[src/rtl/dme_pulse_pair_receiver.sv]
// DME pulse-pair receiver: tick-sampled slicer, pair spacing/width validation, range timing.
// Define DME_RX_AVG_EN to slice a 4-tap moving average of adc_in instead of the raw sample.
module dme_pulse_pair_receiver #(
    parameter int DATA_W    = 12,
    parameter int DIV_COUNT = 100,
    parameter int TIMER_W   = 16,
    parameter int MAX_WIDTH = 8,
    parameter int TOL       = 1
) (
    input  logic               clk,
    input  logic               resetn,
    input  logic [DATA_W-1:0]  adc_in,
    input  logic [DATA_W-1:0]  threshold,
    input  logic               interrog,
    input  logic [7:0]         spacing,
    input  logic [TIMER_W-1:0] reply_delay,
    input  logic [TIMER_W-1:0] timeout,
    output logic [TIMER_W-1:0] range_cnt,
    output logic               range_valid,
    output logic               pair_det,
    output logic               timeout_err,
    output logic               busy
);

    localparam int DIV_W = (DIV_COUNT > 1) ? $clog2(DIV_COUNT) : 1;
    localparam int WID_W = $clog2(MAX_WIDTH + 1) + 1;
    localparam int CW    = TIMER_W + 2;

    typedef enum logic [2:0] {
        IDLE,
        WAIT1,
        P1,
        GAP,
        P2,
        REPORT
    } state_t;

    state_t             state;
    logic [DIV_W-1:0]   div_cnt;
    logic               tick;
    logic [DATA_W-1:0]  sample;
    logic               above;
    logic [TIMER_W-1:0] timer;
    logic [TIMER_W-1:0] t1;
    logic [WID_W-1:0]   width;
    logic [TIMER_W-1:0] dt;
    logic [CW-1:0]      dt_x;
    logic [CW-1:0]      sp_x;
    logic [CW-1:0]      tol_x;
    logic               in_tol;
    logic               early;
    logic               late;
    logic               report_now;
    logic               timeout_hit;
    logic               width_full;

    // ---------------- sample tick divider ----------------
    assign tick = (div_cnt == DIV_W'(DIV_COUNT - 1));

    always_ff @(posedge clk or negedge resetn) begin
        if (!resetn) begin
            div_cnt <= '0;
        end else if (tick) begin
            div_cnt <= '0;
        end else begin
            div_cnt <= div_cnt + 1'b1;
        end
    end

    // ---------------- slicer input ----------------
`ifdef DME_RX_AVG_EN
    logic [DATA_W-1:0] tap0;
    logic [DATA_W-1:0] tap1;
    logic [DATA_W-1:0] tap2;
    logic signed [DATA_W+1:0] avg_sum;

    always_ff @(posedge clk or negedge resetn) begin
        if (!resetn) begin
            tap0 <= '0;
            tap1 <= '0;
            tap2 <= '0;
        end else if (tick) begin
            tap0 <= adc_in;
            tap1 <= tap0;
            tap2 <= tap1;
        end
    end

    always_comb begin
        avg_sum = (DATA_W+2)'($signed(adc_in)) + (DATA_W+2)'($signed(tap0))
                + (DATA_W+2)'($signed(tap1)) + (DATA_W+2)'($signed(tap2));
        sample  = DATA_W'(avg_sum >>> 2);
    end
`else
    assign sample = adc_in;
`endif

    assign above = $signed(sample) > $signed(threshold);

    // ---------------- spacing window ----------------
    // Extended widths keep spacing +/- TOL free of wrap-around at small spacings.
    assign dt     = timer - t1;
    assign dt_x   = CW'(dt);
    assign sp_x   = CW'(spacing);
    assign tol_x  = CW'(TOL);
    assign in_tol = ((dt_x + tol_x) >= sp_x) && (dt_x <= (sp_x + tol_x));
    assign early  = (dt_x + tol_x) < sp_x;
    assign late   = dt_x > (sp_x + tol_x);

    assign width_full  = (width >= WID_W'(MAX_WIDTH));
    assign report_now  = tick && (state == P2) && !above;
    assign timeout_hit = tick && busy && (timer == timeout) && !report_now && (state != REPORT);

    // ---------------- measurement FSM ----------------
    always_ff @(posedge clk or negedge resetn) begin
        if (!resetn) begin
            state       <= IDLE;
            timer       <= '0;
            t1          <= '0;
            width       <= '0;
            busy        <= 1'b0;
            range_cnt   <= '0;
            range_valid <= 1'b0;
            pair_det    <= 1'b0;
            timeout_err <= 1'b0;
        end else begin
            range_valid <= 1'b0;
            pair_det    <= 1'b0;
            timeout_err <= 1'b0;
            if (interrog) begin
                timer <= '0;
                busy  <= 1'b1;
                state <= WAIT1;
            end else if (timeout_hit) begin
                timeout_err <= 1'b1;
                busy        <= 1'b0;
                state       <= IDLE;
            end else begin
                if (tick && busy && (timer != '1)) begin
                    timer <= timer + 1'b1;
                end
                case (state)
                    IDLE: begin
                    end
                    WAIT1: begin
                        if (tick && above) begin
                            state <= P1;
                            t1    <= timer;
                            width <= WID_W'(1);
                        end
                    end
                    P1: begin
                        if (tick) begin
                            if (!above) begin
                                state <= GAP;
                            end else if (width_full) begin
                                state <= WAIT1;
                            end else begin
                                width <= width + 1'b1;
                            end
                        end
                    end
                    GAP: begin
                        if (tick) begin
                            if (above && in_tol) begin
                                state <= P2;
                                width <= WID_W'(1);
                            end else if (above && early) begin
                                state <= P1;
                                t1    <= timer;
                                width <= WID_W'(1);
                            end else if (late) begin
                                state <= WAIT1;
                            end
                        end
                    end
                    P2: begin
                        if (tick) begin
                            if (!above) begin
                                // Strobes are raised here so they appear in the REPORT cycle.
                                state    <= REPORT;
                                pair_det <= 1'b1;
                                if (t1 >= reply_delay) begin
                                    range_cnt   <= t1 - reply_delay;
                                    range_valid <= 1'b1;
                                end
                            end else if (width_full) begin
                                state <= WAIT1;
                            end else begin
                                width <= width + 1'b1;
                            end
                        end
                    end
                    REPORT: begin
                        if (range_valid) begin
                            busy  <= 1'b0;
                            state <= IDLE;
                        end else begin
                            state <= WAIT1;
                        end
                    end
                    default: state <= IDLE;
                endcase
            end
        end
    end

endmodule
[config.mk]
export PLATFORM = sky130hd
export DESIGN_NAME = dme_pulse_pair_receiver
export DESIGN_NICKNAME = d
export VERILOG_FILES = /design/src/rtl/dme_pulse_pair_receiver.sv
export SDC_FILE = /design/constraint.sdc
export NUM_CORES = 1
export LEC_CHECK = 0
export CAP_MARGIN = 20
export CORE_MARGIN = 2
export CORE_UTILIZATION = 58
export CTS_BUF_LIST = sky130_fd_sc_hd__clkbuf_2
export DETAILED_ROUTE_END_ITERATION = 6
export PLACE_DENSITY = 0.8
export SYNTH_ARGS = -nofsm -noshare
export SYNTH_HDL_FRONTEND = slang
export SYNTH_SLANG_ARGS = --single-unit
[constraint.sdc]
create_clock -name clk -period 4.9 [get_ports clk]
set_input_delay 0.49 -clock clk [delete_from_list [all_inputs] [get_ports clk]]
set_output_delay 0.49 -clock clk [all_outputs]
set_load 0.1 [all_outputs]
==> flow_metrics.tcl <==
set metrics [dict create \
    crit_chain "inv_1, ha_1, fa_1, nand2b_1, and2_1, nand2_1, xnor2_1, ha_1, a21o_1, a21oi_1, o21ai_0, a21o_1, a21o_1, a21oi_1, nor3b_1, or4b_4, a21oi_2, o21ai_2, buf_4, mux2_4" \
    critical_path_depth 20 \
    start_kind "flop" \
    die_height_um 107.8 \
    setup_ws_ns 0.1622 \
    clk-insertion-delay-late_ns 0.52 \
    cp_data_required_time_ns 5.31 \
    clock_sinks 67 \
    skew_ns 0.02226 \
    vdd_ir_drop_max_uv 100.7 \
    cpPeakStageDelay_ns 0.51 \
    ys_seq_elements 67 \
    cp-startpoint "timer[0]" \
    arrival_ns 5.14 \
    die_x_um 107.8 \
    power.switching_mw 0.3008 \
    syn-mean-instance-area_um2 8.404 \
    place_inst 952 \
    critPathKind "reg -> reg" \
    routed_via_density 6.016 \
    cp-end-kind "flop" \
    crit_family "simple AND/OR/NAND/NOR gates" \
    dpl-instance-area_um2 7242 \
    ys_warn_count 0 \
    cts_tree "done" \
    detailedPlace.worstSlack_ns 0.1579 \
    netlist_area_um2 6252 \
    worstReg2RegStart "timer[0]" \
    synthArstFlopShare_pct 100.0 \
    rows 37 \
    clock_path_buffers 2 \
    maxCapViolCount 0 \
    setup_violations 0 \
    clk_pin_slew_ns 0.18 \
    hold_viol 0 \
    powerDensity_nw_per_um2 145.4 \
    stdcell_count 967 \
    cts_root_buf "clkbuf_2" \
    ant_nets 0 \
    slew_violations 0 \
    finalInstanceArea_um2 7390 \
    period_minus_slack_ns 4.738 \
    layout-drive-gt1-share_pct 8.424 \
    grt_start_max_net_pins 68 \
    slew_headroom_pct 33.80 \
    grt_antenna_before_repair 0 \
    grt_util_all_layers_pct 29.09 \
    wl_um 16070 \
    initial_core_util_pct 60.02 \
    synthCells 744 \
    cp_num_buf_inv 2 \
    fin_setup_tns_ns 0 \
    num_io_pins 87 \
    ys_types 79 \
    reg2reg_to "t1[14]" \
    status "complete, no violations" \
    dr.pass1.iters 5 \
    portBuffers 86 \
    drt_iter0_drc 407 \
    synth_edf_count 0 \
    p_sw_share_pct 28.00 \
    die_area_um2 11630 \
    area_delta_synth_final_pct 18.19 \
    crit_path_frequent_cell "a21o_1" \
    total_power_mw 1.075 \
    placeableCoreArea_um2 10420 \
    cpMaxStageDelayCell "or4b_4" \
    hpwl_um 12680 \
    min_path_type "in -> async" \
    fin_crit_sh_pct 96.69 \
    gr-total-overflow 0 \
    p_leak_nw 3.375 \
    synth_flop_cell "dfrtp_1" \
    cp_max_fo 16 \
    clockPowerShare_pct 27.8 \
    antennaDiodeCount 0 \
    cts-htree-levels 3 \
    rsz0062_at_grt "no" \
    tightest_slew_ns 0.9900 \
    cp-endpoint "t1[14]" \
    cts_buffers 9 \
    combPwrFrac_pct 19.4 \
    synth_fp_nets 878 \
    num_vias 5817 \
    ys_seq_area_share_pct 26.82 \
    drc 0 \
    routedWlPerCell_um 16.62 \
    grt_pass1_vias 5648 \
    gp_congestion 1.001 \
    fmax_mhz 211.1 \
    r2r_cells 20 \
    final_nets 961 \
    grt_pass1_wl_um 27030 \
    reg2reg_slack_ns 0.16 \
    intPower_mw 0.7737 \
    seqPwrFrac_pct 52.8 \
]
## area by class of cell
type / instances / area, um2
inverter: 77 / 289.0
tap: 136 / 170.2
multi-input combinational: 576 / 4227
fill: 831 / 3027
timing repair buffer: 96 / 930.9
clock buffer: 10 / 50.05
sequential: 67 / 1678
clock inverter: 5 / 45.04
## cells in the final DEF, fill, tap and decap left out, drive strengths merged, types with 11 or more instances in the layout
| master | count |
|---|---|
| xnor2 | 38 |
| buf | 11 |
| nor2 | 49 |
| clkdlybuf4s50 | 85 |
| or3 | 12 |
| o21a | 11 |
| nand3 | 28 |
| nor2b | 11 |
| mux2 | 15 |
| o21ai | 50 |
| xor2 | 23 |
| nor3 | 19 |
| dfrtp | 67 |
| a21oi | 34 |
| a21o | 13 |
| inv | 77 |
| ha | 65 |
| nand2 | 57 |
| nand4 | 19 |
## through the flow
step	hold slack [ns]	utilization [%]
finish	0.1218	70.94
global route	0.1543	70.94
CTS	0.1334	70.44
detailed placement	0.4599	69.53
global placement	0.4529	69.53
floorplan	0.1944	-
## Yosys cell counts (all sizes together), types with 4 or more instances
| cell type | number | area, um2 |
|---|---|---|
| o211ai | 5 | 37.54 |
| a21oi | 34 | 173.9 |
| nand2 | 57 | 214.0 |
| or2 | 8 | 50.06 |
| nor4 | 8 | 50.05 |
| a21o | 13 | 98.85 |
| o31a | 5 | 43.79 |
| inv | 77 | 289.0 |
| or4 | 5 | 41.29 |
| a211oi | 10 | 80.07 |
| o21a | 11 | 82.58 |
| and3 | 10 | 62.56 |
| clkbuf | 17 | 63.81 |
| nor2b | 11 | 68.82 |
| o2111ai | 4 | 35.03 |
| nor2 | 49 | 183.9 |
| ha | 65 | 813.3 |
| nand3 | 28 | 140.1 |
| buf | 7 | 47.54 |
| mux2 | 15 | 195.2 |
| xnor2 | 38 | 332.8 |
| and2 | 7 | 46.30 |
| xor2 | 23 | 201.4 |
| nand4 | 19 | 140.1 |
| a31oi | 4 | 31.28 |
| dfrtp | 67 | 1677 |
| mux2i | 8 | 92.59 |
| nor3 | 19 | 95.09 |
| o21ai | 50 | 257.8 |
| o31ai | 5 | 37.54 |
| or3 | 12 | 75.07 |
| nand2b | 5 | 31.28 |
## cells by family after synthesis
kind of cell	Yosys count	share of synthesized area, %
and+or+nand+nor	252	21.21
muxes	23	4.603
xor gates and xnor gates	61	8.545
DFF	67	26.82
AOI/OAI and AO/OA	173	18.77
buffers and inverters	101	6.404
adders and majority gates	67	13.65
## how the worst min path moves through the flow
stage	start	end	slack, ns	cells after the start
detailed placement	div_cnt[0]	div_cnt[0]	0.46	1
global route	resetn	range_cnt[14]	0.15	2
floorplan	resetn	busy	0.19	0
finish	resetn	range_cnt[14]	0.12	2
CTS	resetn	range_cnt[14]	0.13	2
global placement	div_cnt[0]	div_cnt[0]	0.45	1
## what timing repair did
item | CTS | global route
endpoints found under the setup margin | 0 | 23
gates resized for setup | 0 | 8
setup buffers | 0 | 0
hold buffers | 0 | 0
## power groups by stage
stage / clock, mW / sequential, mW / combinational, mW
6_report: 0.299 / 0.567 / 0.209
5_1_grt: 0.334 / 0.569 / 0.231
4_1_cts: 0.305 / 0.567 / 0.207
3_5_place_dp: 0 / 0.577 / 0.205
3_3_place_gp: 0 / 0.576 / 0.197
2_1_floorplan: 0 / 0.570 / 0.115
## sequential cells by signal, indices dropped and copies added (netlist names)
| signal | count |
|---|---|
| range_cnt | 16 |
| t1 | 16 |
| timer | 16 |
| div_cnt | 7 |
| width | 5 |
| state | 3 |
| busy | 1 |
| pair_det | 1 |
| range_valid | 1 |
| timeout_err | 1 |
## metal layers
metal  vias up  share of wire, %  GRT usage (%)
met5         -                 0              0
met3        36               4.2          3.935
met2       184                50          50.85
met1      2761                44          37.48
li1       2836                 -              -
met4         0               2.5          8.242
No activity file was read; power rests on OpenSTA's default activity.
